File: config.mk
export PLATFORM = sky130hd
export DESIGN_NAME = axi_arbiter
export DESIGN_NICKNAME = d
export VERILOG_FILES = /design/src/rtl/axi_arbiter.sv
export SDC_FILE = /design/constraint.sdc
export NUM_CORES = 1
export LEC_CHECK = 0
export ABC_AREA = 1
export ABC_CLOCK_PERIOD_IN_PS = 2000
export CAP_MARGIN = 5
export CORE_AREA = 2 2 141 143
export CTS_BUF_LIST = sky130_fd_sc_hd__clkbuf_16
export DETAILED_ROUTE_END_ITERATION = 8
export DIE_AREA = 0 0 143 145
export PLACE_DENSITY = 0.58
export SLEW_MARGIN = 0
export SYNTH_ARGS = -nofsm -noshare
export SYNTH_HDL_FRONTEND = slang
export SYNTH_SLANG_ARGS = --single-unit
File: constraint.sdc
create_clock -name clk_i -period 2 [get_ports clk_i]
set_input_delay 0.3 -clock clk_i [delete_from_list [all_inputs] [get_ports clk_i]]
set_output_delay 0.3 -clock clk_i [all_outputs]
set_load 0.02 [all_outputs]
File: src/rtl/axi_arbiter.sv
`default_nettype none
// ============================================================================
// Module   : axi_arbiter
// Purpose  : Shares one AXI4-Lite master port between the IFU (read only) and
//            the LSU (read/write). One transaction at a time, round-robin
//            between requesters, combinational response routing.
// Revision : 1.0 - initial release
// ============================================================================
module axi_arbiter #(
  parameter int ADDR_W = 32,
  parameter int DATA_W = 32
) (
  input  logic                clk_i,
  input  logic                rst_i,
  // IFU read
  input  logic                ifu_ar_valid_i,
  output logic                ifu_ar_ready_o,
  input  logic [ADDR_W-1:0]   ifu_ar_addr_i,
  output logic                ifu_r_valid_o,
  input  logic                ifu_r_ready_i,
  output logic [DATA_W-1:0]   ifu_r_data_o,
  output logic [1:0]          ifu_r_resp_o,
  // LSU read
  input  logic                lsu_ar_valid_i,
  output logic                lsu_ar_ready_o,
  input  logic [ADDR_W-1:0]   lsu_ar_addr_i,
  output logic                lsu_r_valid_o,
  input  logic                lsu_r_ready_i,
  output logic [DATA_W-1:0]   lsu_r_data_o,
  output logic [1:0]          lsu_r_resp_o,
  // LSU write
  input  logic                lsu_aw_valid_i,
  output logic                lsu_aw_ready_o,
  input  logic [ADDR_W-1:0]   lsu_aw_addr_i,
  input  logic                lsu_w_valid_i,
  output logic                lsu_w_ready_o,
  input  logic [DATA_W-1:0]   lsu_w_data_i,
  input  logic [DATA_W/8-1:0] lsu_w_strb_i,
  output logic                lsu_b_valid_o,
  input  logic                lsu_b_ready_i,
  output logic [1:0]          lsu_b_resp_o,
  // Master port
  output logic                mst_ar_valid_o,
  input  logic                mst_ar_ready_i,
  output logic [ADDR_W-1:0]   mst_ar_addr_o,
  input  logic                mst_r_valid_i,
  output logic                mst_r_ready_o,
  input  logic [DATA_W-1:0]   mst_r_data_i,
  input  logic [1:0]          mst_r_resp_i,
  output logic                mst_aw_valid_o,
  input  logic                mst_aw_ready_i,
  output logic [ADDR_W-1:0]   mst_aw_addr_o,
  output logic                mst_w_valid_o,
  input  logic                mst_w_ready_i,
  output logic [DATA_W-1:0]   mst_w_data_o,
  output logic [DATA_W/8-1:0] mst_w_strb_o,
  input  logic                mst_b_valid_i,
  output logic                mst_b_ready_o,
  input  logic [1:0]          mst_b_resp_i
);

  typedef enum logic [2:0] {
    IDLE    = 3'd0,
    RD_ADDR = 3'd1,
    RD_DATA = 3'd2,
    WR_REQ  = 3'd3,
    WR_RESP = 3'd4
  } state_t;

  state_t              r_state;
  state_t              w_next_state;
  logic                r_owner_lsu;
  logic                r_prio_lsu;
  logic [ADDR_W-1:0]   r_addr;
  logic [DATA_W-1:0]   r_wdata;
  logic [DATA_W/8-1:0] r_wstrb;
  logic                r_aw_done;
  logic                r_w_done;

  logic w_lsu_wr;
  logic w_lsu_rd;
  logic w_lsu_req;
  logic w_pick_lsu;
  logic w_grant;
  logic w_aw_fire;
  logic w_w_fire;
  logic w_b_fire;

  // A complete write (address and data both offered) takes precedence over a read.
  assign w_lsu_wr   = lsu_aw_valid_i & lsu_w_valid_i;
  assign w_lsu_rd   = lsu_ar_valid_i & ~w_lsu_wr;
  assign w_lsu_req  = w_lsu_wr | w_lsu_rd;
  assign w_pick_lsu = w_lsu_req & (~ifu_ar_valid_i | r_prio_lsu);
  // Reset gates the grant so no ready leaks out while reset is held.
  assign w_grant    = (r_state == IDLE) & rst_i & (ifu_ar_valid_i | w_lsu_req);

  assign w_aw_fire  = (r_state == WR_REQ) & ~r_aw_done & mst_aw_ready_i;
  assign w_w_fire   = (r_state == WR_REQ) & ~r_w_done & mst_w_ready_i;
  assign w_b_fire   = (r_state == WR_RESP) & mst_b_valid_i & lsu_b_ready_i;

  // Address/data channels come from registers; responses are pass-through.
  assign mst_ar_addr_o = r_addr;
  assign mst_aw_addr_o = r_addr;
  assign mst_w_data_o  = r_wdata;
  assign mst_w_strb_o  = r_wstrb;
  assign ifu_r_data_o  = mst_r_data_i;
  assign ifu_r_resp_o  = mst_r_resp_i;
  assign lsu_r_data_o  = mst_r_data_i;
  assign lsu_r_resp_o  = mst_r_resp_i;
  assign lsu_b_resp_o  = mst_b_resp_i;

  // State register; reset drops any in-flight transaction.
  always_ff @(posedge clk_i or negedge rst_i) begin
    if (!rst_i) r_state <= IDLE;
    else        r_state <= w_next_state;
  end

  // Next-state, handshake and response-routing logic.
  always_comb begin
    w_next_state   = r_state;
    ifu_ar_ready_o = 1'b0;
    lsu_ar_ready_o = 1'b0;
    lsu_aw_ready_o = 1'b0;
    lsu_w_ready_o  = 1'b0;
    ifu_r_valid_o  = 1'b0;
    lsu_r_valid_o  = 1'b0;
    lsu_b_valid_o  = 1'b0;
    mst_ar_valid_o = 1'b0;
    mst_r_ready_o  = 1'b0;
    mst_aw_valid_o = 1'b0;
    mst_w_valid_o  = 1'b0;
    mst_b_ready_o  = 1'b0;
    case (r_state)
      IDLE: begin
        if (w_grant) begin
          if (!w_pick_lsu) begin
            ifu_ar_ready_o = 1'b1;
            w_next_state   = RD_ADDR;
          end else if (w_lsu_wr) begin
            lsu_aw_ready_o = 1'b1;
            lsu_w_ready_o  = 1'b1;
            w_next_state   = WR_REQ;
          end else begin
            lsu_ar_ready_o = 1'b1;
            w_next_state   = RD_ADDR;
          end
        end
      end
      RD_ADDR: begin
        mst_ar_valid_o = 1'b1;
        if (mst_ar_ready_i) w_next_state = RD_DATA;
      end
      RD_DATA: begin
        ifu_r_valid_o = mst_r_valid_i & ~r_owner_lsu;
        lsu_r_valid_o = mst_r_valid_i & r_owner_lsu;
        mst_r_ready_o = r_owner_lsu ? lsu_r_ready_i : ifu_r_ready_i;
        if (mst_r_valid_i && mst_r_ready_o) w_next_state = IDLE;
      end
      WR_REQ: begin
        mst_aw_valid_o = ~r_aw_done;
        mst_w_valid_o  = ~r_w_done;
        if ((r_aw_done || w_aw_fire) && (r_w_done || w_w_fire)) w_next_state = WR_RESP;
      end
      WR_RESP: begin
        lsu_b_valid_o = mst_b_valid_i;
        mst_b_ready_o = lsu_b_ready_i;
        if (w_b_fire) w_next_state = IDLE;
      end
      default: w_next_state = IDLE;
    endcase
  end

  // Request capture at grant, round-robin pointer and write-handshake flags.
  always_ff @(posedge clk_i or negedge rst_i) begin
    if (!rst_i) begin
      r_owner_lsu <= 1'b0;
      r_prio_lsu  <= 1'b0;
      r_addr      <= '0;
      r_wdata     <= '0;
      r_wstrb     <= '0;
      r_aw_done   <= 1'b0;
      r_w_done    <= 1'b0;
    end else begin
      if (w_grant) begin
        r_owner_lsu <= w_pick_lsu;
        r_prio_lsu  <= ~w_pick_lsu;
        if (!w_pick_lsu) begin
          r_addr <= ifu_ar_addr_i;
        end else if (w_lsu_wr) begin
          r_addr  <= lsu_aw_addr_i;
          r_wdata <= lsu_w_data_i;
          r_wstrb <= lsu_w_strb_i;
        end else begin
          r_addr <= lsu_ar_addr_i;
        end
      end
      if (w_b_fire) begin
        r_aw_done <= 1'b0;
        r_w_done  <= 1'b0;
      end else begin
        if (w_aw_fire) r_aw_done <= 1'b1;
        if (w_w_fire)  r_w_done  <= 1'b1;
      end
    end
  end

endmodule
`default_nettype wire

==> results.md <==
* Slew @ Worst Pin at 615 ps
* Hold crit path type: input pin to flip-flop
* Worst skew pair latency at 340 ps
* Leak at 3.36 nW
* Synthesized area at 0.00454 mm2
* CP max stage cell: dfrtp_1
* Critical path, cell by cell: nor3_2 > inv_1 > nor3_1 > dlygate4sd2_1
* P&R area growth vs syn at 53.4%
* Largest net degree at the start of global routing at 48
* DP HPWL at 12,300 um
* Count of input and output buffers at 257
* DRT Pass-1 Iters at 4
* CP Launch Type: flip-flop
* P per Cell Area at 1370 mW/mm2
* Initial antenna violation count at 0
* Pre-CTS setup slack at -304 ps
* Number of global-route vias before repair at 4,297
* WL per Instance at 15.4 um
* Dpl cells at 1,029
* Final period util at 93.9%
* Starting Density at 23.6%
* Tmin final at 1880 ps
* Detailed Route WL at 16,100 um
* Standard-cell rows at 51
* TritonCTS buffer count at 9
* Die footprint at 0.0207 mm2
* Clk root buf: clkbuf_16
* Final Hold Vio Count at 0
* Clock sinks at 75
* Worst VDD drop at 0.706 mV
* Distinct cell type count after synthesis at 23
* Final net count at 962
* Residual DRC count at 0
* Final core utilization at 36.3%
* Synth area leader: dfrtp_1
* Die height at 145 um
* Worst EP arrival at 1580 ps
* Cells after synthesis at 615
* Critical setup path kind: flip-flop to output port
* CP required at 1700 ps
* Via-per-instance ratio at 4.06
* Clock Skew at 9.74 ps
* Max-slew headroom at 59.0%
* Routed Antenna Nets at 0
* Highest Clock Rate at 533 MHz
* Top cells by area, synth: dfrtp_1, nand2_1, buf_4, nand3_1, inv_1
* Register bit count reported by yosys at 75
* Synth warnings at 0
* Register area share after synthesis at 41.3%
* Setup violators final at 0
* Post-Syn Area per Cell at 7.38 um2
* Global-route wire length before repair at 25,000 um
* RSZ-0062 raised after global routing: false
* Initial DRC Count at 142
* Post-synth net total at 797
* Clk slew on worst S/H paths at 70 ps
* GRT Total Usage at 15.8%
* Hold_ws at 441 ps
* Crit Path Max Fanout at 3
* Final Max Tran Viols at 0
* Max-cap viol count at 0
* H-tree depth at 3
* Area fraction of the dominant cell type after synthesis at 41.3%
* CP Capture Type: output port
* I/O pin cnt at 364
* Setup slack after layout at 122 ps
* GP Congestion at 0.761
* Outcome: finished, final reports clean
* Largest stage delay, worst path at 420 ps
* Die X at 143 um
* Clock buffer depth at 2
* Via count at 4,267
* Non-Filler Instances at 1,050
* CTS tree: yes
* Antenna cells at 0
* GRT overflow at 0
* Core ar. at 0.0192 mm2
* Layout cell share with drive strength beyond 1 at 8.79%
==> layer usage <==
metal | vias up | share of wire [%] | GRT usage [%]
met5 | - | 0 | 0
li1 | 2128 | - | -
met4 | 0 | 1.5 | 4.95
met1 | 1909 | 39 | 17.7
met2 | 216 | 53 | 28.9
met3 | 14 | 7.3 | 3.86
==> power by group <==
group / internal (mW) / switching [mW]
combinational: 2.46 / 2.78
sequential: 2.21 / 0.506
clock: 0.874 / 0.746
total: 5.54 / 4.03
==> cell usage after synthesis <==
cell and n:
buf_4 103, a21oi_1 2, buf_2 4, o22ai_1 1
inv_2 5, dfrtp_1 75, nor2_1 8, nand3_4 1
nor3_1 3, clkbuf_1 12, nand3_1 69, nor2_8 1
buf_8 2, inv_4 3, buf_6 4, o21ai_0 2
nand2_1 281, nand2_2 11, a21boi_0 1, buf_1 2
nand2_4 2, nand4_1 4, inv_1 19
==> final timing paths <==
path / startpoint / end / slack [ps] / depth (start not counted)
min: rst_i / r_owner_lsu / 440 / 5
max in group asynchronous: rst_i / mst_w_data_o[18] / 490 / 4
max: r_state[2] / ifu_r_valid_o / 120 / 4
min in group asynchronous: rst_i / r_w_done / 530 / 3
min reg2reg: mst_w_strb_o[0] / mst_w_strb_o[0] / 480 / 2
max reg2reg: r_state[0] / mst_ar_addr_o[20] / 250 / 10
==> logic make-up after synthesis <==
| logic type | Yosys count | synth area share (%) |
|---|---|---|
| compound gates | 6 | 0.744 |
| buf+inv | 154 | 22.7 |
| flops | 75 | 41.3 |
| simple gates | 380 | 35.2 |
==> metrics by stage <==
step           instance area, um2  power [mW]  setup TNS [ps]
2_1_floorplan                4540        5.83               0
3_3_place_gp                 6660        7.99           -2570
3_5_place_dp                 6660        8.02           -3900
4_1_cts                      6960        9.68               0
5_1_grt                      6960        10.2               0
6_report                     6960        9.57               0
==> flip-flops by register name, summed over array words and instances (netlist names) <==
| register | flops |
|---|---|
| mst_ar_addr_o | 32 |
| r_state | 3 |
| r_owner_lsu | 1 |
| r_aw_done | 1 |
| r_w_done | 1 |
| r_prio_lsu | 1 |
| mst_w_data_o | 32 |
| mst_w_strb_o | 4 |
==> placed cells by master (no fill, tap or decap), drive strengths merged, types with 2 or more instances in the layout <==
| master | netlist | routed |
|---|---|---|
| nor2 | 9 | 9 |
| inv | 27 | 32 |
| nand2 | 294 | 294 |
| nand3 | 70 | 70 |
| a21oi | 2 | 2 |
| dlygate4sd2 | 0 | 7 |
| clkbuf | 12 | 11 |
| dfrtp | 75 | 75 |
| o21ai | 2 | 2 |
| buf | 115 | 27 |
| nand4 | 4 | 4 |
| nor3 | 3 | 3 |
| clkdlybuf4s50 | 0 | 244 |
==> repair_timing <==
item,in CTS,in global routing
endpoints found under the setup margin,12,5
pin swaps,0,1
resized for setup,21,6
hold buffers,1,0
buffers inserted,0,4
hold endpoints to repair,9,0
==> critical path: cells and delay by family (launching register included) <==
kind,cells,cell delay [ps]
AND/OR/NAND/NOR,2,350
flip-flops,1,420
buffers and inverters,2,460
==> area by class of cell <==
cell class | count | area, um2
clock buffer | 9 | 225
clock inverter | 7 | 65.1
fill | 2025 | 12200
inverter | 27 | 109
multi-input combinational | 386 | 1640
sequential | 75 | 1880
tap | 265 | 332
timing repair buffer | 281 | 2720
(Power assumes the default switching activity.)
